===== config.mk =====
export PLATFORM = sky130hd
export DESIGN_NAME = load_read_ctrl
export DESIGN_NICKNAME = d
export VERILOG_FILES = /design/src/rtl/load_read_ctrl.sv
export SDC_FILE = /design/constraint.sdc
export NUM_CORES = 1
export LEC_CHECK = 0
export ABC_AREA = 0
export CAP_MARGIN = 40
export CORE_ASPECT_RATIO = 1.5
export CORE_MARGIN = 10
export CORE_UTILIZATION = 39
export CTS_CLUSTER_DIAMETER = 150
export DETAILED_ROUTE_END_ITERATION = 10
export HOLD_SLACK_MARGIN = 0.12
export PLACE_DENSITY = 0.76
export SLEW_MARGIN = 5
export SYNTH_ARGS = -nofsm -noshare
export SYNTH_HDL_FRONTEND = slang
export SYNTH_SLANG_ARGS = --single-unit
export TNS_END_PERCENT = 20

===== constraint.sdc =====
create_clock -name clk -period 2.3 [get_ports clk]
set_clock_uncertainty 0.2 [all_clocks]
set_input_delay 0.23 -clock clk [delete_from_list [all_inputs] [get_ports clk]]
set_output_delay 0.23 -clock clk [all_outputs]
set_load 0.005 [all_outputs]

===== src/rtl/load_read_ctrl.sv =====
// Load-stage read controller: issues word-aligned memory reads and returns extended load data.
// Optional macro LOAD_SPLIT_MISALIGNED_EN performs misaligned loads (two reads if crossing).
module load_read_ctrl #(
  parameter int unsigned DATA_WIDTH   = 32,
  parameter int unsigned ADDR_WIDTH   = 32,
  parameter int unsigned READ_LATENCY = 1
) (
  input  logic                  clk,
  input  logic                  rst,
  input  logic                  req_valid,
  output logic                  req_ready,
  input  logic [ADDR_WIDTH-1:0] req_addr,
  input  logic [2:0]            req_funct3,
  output logic                  resp_valid,
  input  logic                  resp_ready,
  output logic [DATA_WIDTH-1:0] resp_data,
  output logic                  resp_fault,
  output logic [ADDR_WIDTH-1:0] rd_addr,
  input  logic [DATA_WIDTH-1:0] rd_data
);

`ifdef LOAD_SPLIT_MISALIGNED_EN
  typedef enum logic [1:0] {StIdle, StWait, StWait2, StResp} state_e;
  // Second read gets one extra cycle to present the incremented address.
  localparam logic [2:0] CntInit2 = 3'(READ_LATENCY);
`else
  typedef enum logic [1:0] {StIdle, StWait, StResp} state_e;
`endif
  localparam logic [2:0] CntInit = 3'(READ_LATENCY - 1);

  state_e                state_q, state_d;
  logic [2:0]            cnt_q, cnt_d;
  logic [1:0]            off_q, off_d;
  logic [2:0]            f3_q, f3_d;
  logic [ADDR_WIDTH-1:0] rd_addr_q, rd_addr_d;
  logic [DATA_WIDTH-1:0] data_q, data_d;
  logic                  fault_q, fault_d;
`ifdef LOAD_SPLIT_MISALIGNED_EN
  logic [DATA_WIDTH-1:0] lo_q, lo_d;
  logic                  cross_q, cross_d;
  logic                  req_crosses;
`else
  logic                  req_misaligned;
`endif
  logic                  req_illegal, req_half, req_word;

  function automatic logic [31:0] extract(input logic [63:0] pair, input logic [1:0] off,
                                          input logic [2:0] f3);
    logic [63:0] sh;
    sh = pair >> {off, 3'b000};
    case (f3[1:0])
      2'b00:   extract = f3[2] ? {24'b0, sh[7:0]} : {{24{sh[7]}}, sh[7:0]};
      2'b01:   extract = f3[2] ? {16'b0, sh[15:0]} : {{16{sh[15]}}, sh[15:0]};
      default: extract = sh[31:0];
    endcase
  endfunction

  assign req_illegal = (req_funct3[1:0] == 2'b11) || (req_funct3 == 3'b110);
  assign req_half    = (req_funct3[1:0] == 2'b01);
  assign req_word    = (req_funct3[1:0] == 2'b10);
`ifdef LOAD_SPLIT_MISALIGNED_EN
  assign req_crosses = (req_half && req_addr[1:0] == 2'b11) || (req_word && req_addr[1:0] != 2'b00);
`else
  assign req_misaligned = (req_half && req_addr[0]) || (req_word && req_addr[1:0] != 2'b00);
`endif

  always_comb begin
    state_d   = state_q;
    cnt_d     = cnt_q;
    off_d     = off_q;
    f3_d      = f3_q;
    rd_addr_d = rd_addr_q;
    data_d    = data_q;
    fault_d   = fault_q;
`ifdef LOAD_SPLIT_MISALIGNED_EN
    lo_d      = lo_q;
    cross_d   = cross_q;
`endif
    unique case (state_q)
      StIdle: begin
        if (req_valid) begin
          off_d   = req_addr[1:0];
          f3_d    = req_funct3;
          data_d  = '0;
          fault_d = 1'b0;
          if (req_illegal) begin
            fault_d = 1'b1;
            state_d = StResp;
`ifndef LOAD_SPLIT_MISALIGNED_EN
          end else if (req_misaligned) begin
            fault_d = 1'b1;
            state_d = StResp;
`endif
          end else begin
            rd_addr_d = {req_addr[ADDR_WIDTH-1:2], 2'b00};
            cnt_d     = CntInit;
            state_d   = StWait;
`ifdef LOAD_SPLIT_MISALIGNED_EN
            cross_d   = req_crosses;
`endif
          end
        end
      end
      StWait: begin
        if (cnt_q == 3'd0) begin
`ifdef LOAD_SPLIT_MISALIGNED_EN
          if (cross_q) begin
            lo_d      = rd_data;
            rd_addr_d = rd_addr_q + ADDR_WIDTH'(4);
            cnt_d     = CntInit2;
            state_d   = StWait2;
          end else begin
            data_d  = extract({32'b0, rd_data}, off_q, f3_q);
            state_d = StResp;
          end
`else
          data_d  = extract({32'b0, rd_data}, off_q, f3_q);
          state_d = StResp;
`endif
        end else begin
          cnt_d = cnt_q - 3'd1;
        end
      end
`ifdef LOAD_SPLIT_MISALIGNED_EN
      StWait2: begin
        if (cnt_q == 3'd0) begin
          data_d  = extract({rd_data, lo_q}, off_q, f3_q);
          state_d = StResp;
        end else begin
          cnt_d = cnt_q - 3'd1;
        end
      end
`endif
      StResp: begin
        if (resp_ready) state_d = StIdle;
      end
      default: state_d = StIdle;
    endcase
  end

  always_ff @(posedge clk or posedge rst) begin
    if (rst) begin
      state_q   <= StIdle;
      cnt_q     <= '0;
      off_q     <= '0;
      f3_q      <= '0;
      rd_addr_q <= '0;
      data_q    <= '0;
      fault_q   <= 1'b0;
`ifdef LOAD_SPLIT_MISALIGNED_EN
      lo_q      <= '0;
      cross_q   <= 1'b0;
`endif
    end else begin
      state_q   <= state_d;
      cnt_q     <= cnt_d;
      off_q     <= off_d;
      f3_q      <= f3_d;
      rd_addr_q <= rd_addr_d;
      data_q    <= data_d;
      fault_q   <= fault_d;
`ifdef LOAD_SPLIT_MISALIGNED_EN
      lo_q      <= lo_d;
      cross_q   <= cross_d;
`endif
    end
  end

  assign req_ready  = (state_q == StIdle);
  assign resp_valid = (state_q == StResp);
  assign resp_data  = data_q;
  assign resp_fault = fault_q;
  assign rd_addr    = rd_addr_q;

endmodule


# Word level (Yosys, flattened, before mapping)
# Cells that the tools add are included.
[word_totals]
regBits = 73
input_bits = 71
output_inout_bits = 67
wordCells = 57
[op_classes]
add_sub_neg = 1
eq_ne = 13
n_shift = 1
n_mux = 19
bitwise = 2
n_reduce_logical = 14
[ops]
columns = ["cell", "n"]
rows = [
  ["2-to-1 mux 32 bit", 4],
  ["case mux 32 bit (2 select lines)", 2],
  [">> shifter 32 x 5 -> 32 bit", 1],
  ["2-to-1 mux 3 bit", 4],
  ["2-to-1 mux 2 bit", 5],
  ["inequality test 2 bit (second input constant)", 5],
  ["== test 2 x 1 -> 1 bit (second input constant)", 3],
  ["== test 2 bit (second input constant)", 3],
  ["case mux 2 bit (3 select lines)", 1],
  ["case mux 3 bit (2 select lines)", 1],
  ["AND reduction 3 bit", 2],
  ["AND reduction 5 bit", 1],
  ["zero test 2 bit", 2],
  ["AND reduction 4 bit", 1],
  ["nonzero test 2 bit", 2],
  ["== test 3 bit (second input constant)", 1],
  ["zero test 3 bit", 1],
  ["subtractor 3 x 1 -> 3 bit (second input constant)", 1],
  ["logical AND 1 bit", 2],
  ["logical OR 1 bit", 2],
  ["2-to-1 mux 1 bit", 2],
  ["inequality test 2 x 1 -> 1 bit (second input constant)", 1],
  ["NOT 1 bit", 2],
  ["AND reduction 2 bit", 1],
]

# Logic depth before layout (Yosys ltp)
# Gate-level depths: netlist of run 1.
[depth]
depth_word = 7
ltp_mapped = 9
mapped_depth_nobuf = 7

# Worst setup path before layout of run 1
# OpenSTA, ideal clock, no wires.
[synth_timing]
kind = "register -> register"
from = "reg cnt_q[0]"
to = "reg data_q[16], in the netlist resp_data[16]"
setup_time_ns = 0.126
arrival_ns = 1.822
required_time_ns = 1.974
slack_ns = 0.152
path_stages_with_launch = 9
n_path_buf = 2
period_less_slack_ns = 2.148
path_cell_list = "dfrtp_1 > inv_1 > ha_1 > ha_1 > nand3b_1 > and2_1 > clkbuf_1 > buf_2 > a221o_1"
[synth_between]
elab_chain_cells = 3
[synth_rtl]
columns = ["item", "line", "rtl"]
rows = [
  ["start: declaration", "32", "logic [2:0] cnt_q, cnt_d;"],
  ["start signal: assignment", "156", "cnt_q <= cnt_d;"],
  ["zero test 3 bit", "105", "if (cnt_q == 3'd0) begin"],
  ["inequality test 2 bit (no line)", "n/a", ""],
  ["AND reduction 3 bit (no line)", "n/a", ""],
  ["end signal: assignment", "160", "data_q <= data_d;"],
  ["end: declaration", "36", "logic [DATA_WIDTH-1:0] data_q, data_d;"],
]
# Every way passes these cells.
# A chain may end at the register's enable or synchronous reset.

# Worst setup path in the final report of run 1
[layout_timing]
from = "reg cnt_q[0]"
to = "reg data_q[19], in the netlist resp_data[19]"
# Same word-level chain as after synthesis.

==> results of run 1 <==
==> worst max-delay path, cell delays in order, from the launching register on <==
cell      delay, ns
dfrtp_1        0.39
inv_1          0.08
ha_1           0.15
ha_1           0.15
nand3b_1       0.14
buf_4          0.19
and2_1         0.18
buf_12         0.17
a221o_1        0.35
==> sequential cells by signal, indices dropped and copies added, names as in the netlist <==
register / flops
resp_data: 32
rd_addr: 30
cnt_q: 3
f3_q: 3
off_q: 2
state_q: 2
resp_fault: 1
==> logic make-up (layout without fill, tap and decap cells) <==
kind of cell | Yosys count | after routing
buf+inv | 30 | 171
flops | 73 | 73
fa+ha+maj | 2 | 2
simple gates | 54 | 54
compound gates | 64 | 64
mux | 62 | 62
other cells | 1 | 2
==> cell usage after synthesis (all sizes together) (2+ instances only) <==
cell type   n
nand2      16
or2         2
or3b        2
buf        16
o21ai      24
nor3b       2
mux2i      16
dfrtp      73
nor3        2
inv         6
a221o      16
a31o        2
nand3b      9
a21oi      18
mux2       45
nor2       14
ha          2
nor2b       3
clkbuf      8
==> power by group through the flow <==
stage / Sequential [W] / Combinational, W / Clock, W
CTS: 0.00225 / 0.00306 / 0.00133
finish: 0.00224 / 0.00300 / 0.00131
global route: 0.00233 / 0.00327 / 0.00139
floorplan: 0.00223 / 0.00139 / 0
detailed placement: 0.00227 / 0.00304 / 0
global placement: 0.00223 / 0.00299 / 0
==> final cells by class <==
type                            instances  area share, %
Tap cell                              107           2.57
Inverter                                6          0.433
Multi-Input combinational cell        184           27.7
Timing Repair Buffer                  149           28.8
Clock buffer                           12           4.93
Sequential cell                        73           35.1
Clock inverter                          4          0.505
==> through the flow <==
| step | utilization, % | std cells |
|---|---|---|
| floorplan | - | 287 |
| global placement | 57.7 | 518 |
| detailed placement | 57.7 | 518 |
| CTS | 61.1 | 535 |
| global route | 61.1 | 535 |
| finish | 61.1 | 535 |
==> routing by layer <==
metal  wire [um]  vias to the layer above  global-route usage, %  share of wire, %
met5           0                        -                      0                 0
met2        5740                       96                   28.5                56
met1        3710                     1385                   15.9                36
li1            -                     1302                      -                 -
met3         534                       18                   3.93               5.2
met4         200                        0                   6.83               2.0
==> path summary, 6_finish.rpt <==
check | from | to | slack (ns) | depth (start not counted)
max in group asynchronous | rst | resp_data[12] | 0.91 | 4
worst min register to register | resp_data[1] | resp_data[1] | 0.28 | 2
worst max-delay path | cnt_q[0] | resp_data[19] | 0.16 | 8
worst min-delay path | resp_data[1] | resp_data[1] | 0.28 | 2
min in group asynchronous | rst | rd_addr[13] | 0.68 | 4
worst max register to register | cnt_q[0] | resp_data[19] | 0.16 | 8
==> what timing repair did <==
action | CTS | global route
gates resized for setup | 0 | 1
hold endpoints to repair | 11 | 0
hold buffers | 1 | 0
setup endpoints to repair | 0 | 8
==> impl_results.md, run 1 <==
- Total GRT Usage: 15.4%
- Final Max Slew Viols: 0
- Top Ports: 138
- Largest family of logic cells by synthesized area: multiplexers
- Status: completed
- Critical path fanouts, max: 33
- Simple-Gate Fraction of Synth Area: 8.55%
- Synthesized area: 0.00344 mm^2
- Period utilization: 93.2%
- Area grow syn2layout: 51.4%
- Core footprint: 0.00852 mm^2
- Power consumption: 0.00655 W
- Commonest non-fill, non-tap cell in the layout: clkdlybuf4s50_1
- Dominant cell type by area after synthesis: dfrtp_1
- Yosys warnings: 0
- First-pass DRT Iterations: 4
- Layout cells sized above 1: 12.6%
- CTS Buf Count: 9
- Final Instance Area: 0.00520 mm^2
- # diodes: 0
- WL/cell: 19.0 um
- Syn Inst Count: 286
- Fmax: 467 MHz
- Slew Limit Headroom: 63.9%
- Top post-synthesis cells by area: dfrtp_1 (53%), mux2_1 (9.2%), mux2_2 (5.2%), a221o_1 (4.7%), mux2i_1 (4.7%)
- Hold Slack: 0.276 ns
- Final setup vio count: 0
- Critical path launch point type: register
- Drt initial violations: 103
- Flop pwr share: 34.2%
- Placed cell area: 0.00491 mm^2
- Post-synthesis sequential area ratio: 53.1%
- Worst skew pair latency: 0.33 ns
- Pre-CTS setup slack: 0.0251 ns
- Overflow left after global routing: 0
- Avg Cell Area, Syn: 12.0 um^2
- Vias in the first global route: 2,999
- Pleak: 2.21 nW
- GP Congestion: 0.804
- Unrepaired setup endpoints after global routing: false
- Fillers: 728
- Worst Hold Class: reg -> reg
- DR vias: 2,801
- Clock transition at path regs: 0.06 ns
- Post-synth EDFFs: 0
- Die area: 0.0130 mm^2
- CTS tree: built
- Number of max-cap violations: 0
- XOR/XNOR Fraction of Synth Area: 0%
- Number of synthesized register bits: 73
- Nets: 496
- Final Hold Viols: 0
- Power Dens Cells: 1260 mW/mm^2
- ANT nets after route: 0
- H-tree lvl count: 3
- Synth unique cells: 35
- Worst vdd ir: 0.577 mV
- Routed WL: 10,200 um
- PnR worst setup slack: 0.156 ns
- Share of the synthesized area in the top cell type: 53.1%
- Worst Setup Path Type: reg -> reg
- Largest net degree at the start of global routing: 74
- Mux cell area share after synthesis: 20.2%
- Antenna violations before repair: 0
- Clock power frac: 20.0%
- Post-DR vias/cell: 5.24
- I/O Buffers: 135
- CTS Buffer Depth: 2
- Logic pwr share: 45.8%
- Register area: 0.00183 mm^2
- Sw Pwr: 0.00209 W
- Root Buffer Master: clkbuf_16
- Postcts setup bufs: 0
- Adder-Cell Fraction of Synth Area: 0.728%
- Final Critical Period: 2.14 ns
- Die Ht: 135 um
- Synth Flop Type: dfrtp_1
- Internal: 0.00447 W
- Arr. time, crit path: 2.16 ns
- Die Width: 96.7 um
- Initial Util: 40.4%
- Rows: 41
- Synth async-reset ratio: 100%
- Switching share of power: 31.8%
- Most frequent cells in the layout: clkdlybuf4s50_1 (135), dfrtp_1 (73), mux2_1 (28)
- Post-route DRC: 0
- Fin Setup TNS: 0 ns
- Hpwl dp: 7930 um
- Worst Tran Pin Value: 0.538 ns
- CTS sink cnt: 73
- Synth Area in Compound Gates: 12.2%
- Area occupied by multi-input gates: 0.00144 mm^2
- CP Capture Type: register
- First-pass GRT wire length: 16,100 um
- Critical path required time: 2.31 ns
(Power assumes the default switching activity.)
==> inputs of run 2 (changes only) <==
- MAX_ROUTING_LAYER: default -> met4
- SLEW_MARGIN: 5 -> default
==> impl_results.md, run 2 (synthesized netlist as in run 1, its figures left out) <==
- Most frequent cells in the layout: clkdlybuf4s50_1 (135), dfrtp_1 (73), mux2_1 (28)
- First-pass DRT Iterations: 4
- Pleak: 2.21 nW
- Worst skew pair latency: 0.33 ns
- Vias in the first global route: 2,995
- Commonest non-fill, non-tap cell in the layout: clkdlybuf4s50_1
- Final setup vio count: 0
- Root Buffer Master: clkbuf_16
- Slowest cell on the critical path: dfrtp_1
- Status: completed
- Post-DR vias/cell: 5.20
- CTS tree: built
- Critical path launch point type: register
- Final Critical Period: 2.14 ns
- Antenna violations before repair: 0
- CP Capture Type: register
- Routed WL: 10,200 um
- Die Ht: 135 um
- Rows: 41
- Most frequent CP cell: ha_1
- Fmax: 468 MHz
- DR vias: 2,780
- Overflow left after global routing: 0
- Arr. time, crit path: 2.16 ns
- Die Width: 96.7 um
- CTS Buffer Depth: 2
- Buf/Inv on CP: 3
- Final Hold Viols: 0
- ANT nets after route: 0
- Slew Limit Headroom: 63.6%
- GP Congestion: 0.816
- Largest net degree at the start of global routing: 74
- CTS sink cnt: 73
- Post-route DRC: 0
- Clock transition at path regs: 0.06 ns
- Fin Setup TNS: 0 ns
- Period utilization: 93.0%
- Hpwl dp: 7930 um
- Postcts setup bufs: 0
- H-tree lvl count: 3
- Critical path required time: 2.32 ns
- Area grow syn2layout: 51.4%
- Worst vdd ir: 0.577 mV
- Drt initial violations: 106
- Layout cells sized above 1: 12.6%
- Worst Setup Path Type: reg -> reg
- Number of max-cap violations: 0
- Die area: 0.0130 mm^2
- Largest register FFs: 32
- I/O Buffers: 135
- Critical path fanouts, max: 33
- Crit-path leading delay family: buffers and inverters
- Core footprint: 0.00852 mm^2
- CP Cell Sequence: inv_1 -> ha_1 -> ha_1 -> nand3b_1 -> buf_4 -> and2_1 -> buf_12 -> a221o_1
- CTS Buf Count: 9
- Worst Tran Pin Value: 0.544 ns
- Fillers: 728
- Pre-CTS setup slack: 0.0251 ns
- CP max stage delay: 0.39 ns
- WL/cell: 19.1 um
- # diodes: 0
- Total GRT Usage: 15.8%
- Worst Hold Class: reg -> reg
- Nets: 496
- Final Max Slew Viols: 0
- Final core utilization: 61.1%
- Power Dens Cells: 1260 mW/mm^2
- Initial Util: 40.4%
- PnR worst setup slack: 0.162 ns
- Unrepaired setup endpoints after global routing: false
- First-pass GRT wire length: 16,100 um
- Top Ports: 138
-- run 2: cell counts in the layout (fill, tap and decap cells not counted) --
No cell type changed its count.
-- run 2: path summary, 6_finish.rpt --
kind	startpoint	slack, ns	depth (start not counted)	endpoint
worst max-delay path	cnt_q[0]	0.16	8	resp_data[17]
worst min-delay path	resp_data[1]	0.28	2	resp_data[1]
worst max register to register	cnt_q[0]	0.16	8	resp_data[17]
worst min register to register	resp_data[1]	0.28	2	resp_data[1]
max in group asynchronous	rst	0.90	4	resp_data[11]
min in group asynchronous	rst	0.67	4	rd_addr[13]
-- run 2: per-stage QoR --
stage	std cells	hold slack (ns)	area [um^2]	total power (W)
after floorplan	287	0.162	3440	0.00362
after global placement	518	0.265	4910	0.00522
after detailed placement	518	0.270	4910	0.00531
after CTS	535	0.281	5200	0.00664
after global routing	535	0.293	5200	0.00698
final	535	0.277	5200	0.00656
-- run 2: timing repair --
item	in CTS	in global routing
hold buffers	1	0
resized for setup	0	1
endpoints found under the setup margin	0	8
endpoints found under the hold margin	11	0
-- run 2: tightest hold or removal path, stage by stage (launching register included) --
cell and delay (ns):
dfrtp_1 0.34, nand2_1 0.04, o21ai_0 0.06
-- run 2: cell type report --
| cell class | count | area (um^2) | share of cell area [%] |
|---|---|---|---|
| flip-flops and latches | 73 | 1830 | 35.1 |
| well taps | 107 | 134 | 2.57 |
| repair buffers | 149 | 1500 | 28.8 |
| multi-input cells | 184 | 1440 | 27.7 |
| inverters | 6 | 22.5 | 0.433 |
| clock inverters | 4 | 26.3 | 0.505 |
| clock buffers | 12 | 256 | 4.93 |
-- run 2: report_power, final --
group          internal, W  switching (W)
registers          0.00187       0.000369
clock network     0.000789       0.000520
logic              0.00181        0.00120
-- run 2: layer usage --
layer | global-route usage (%) | vias up | part of all wire, %
li1 | - | 1302 | -
met1 | 15.9 | 1376 | 37
met2 | 28.7 | 88 | 57
met3 | 3.83 | 14 | 4.6
met4 | 6.33 | 0 | 1.9
met5 | - | - | 0
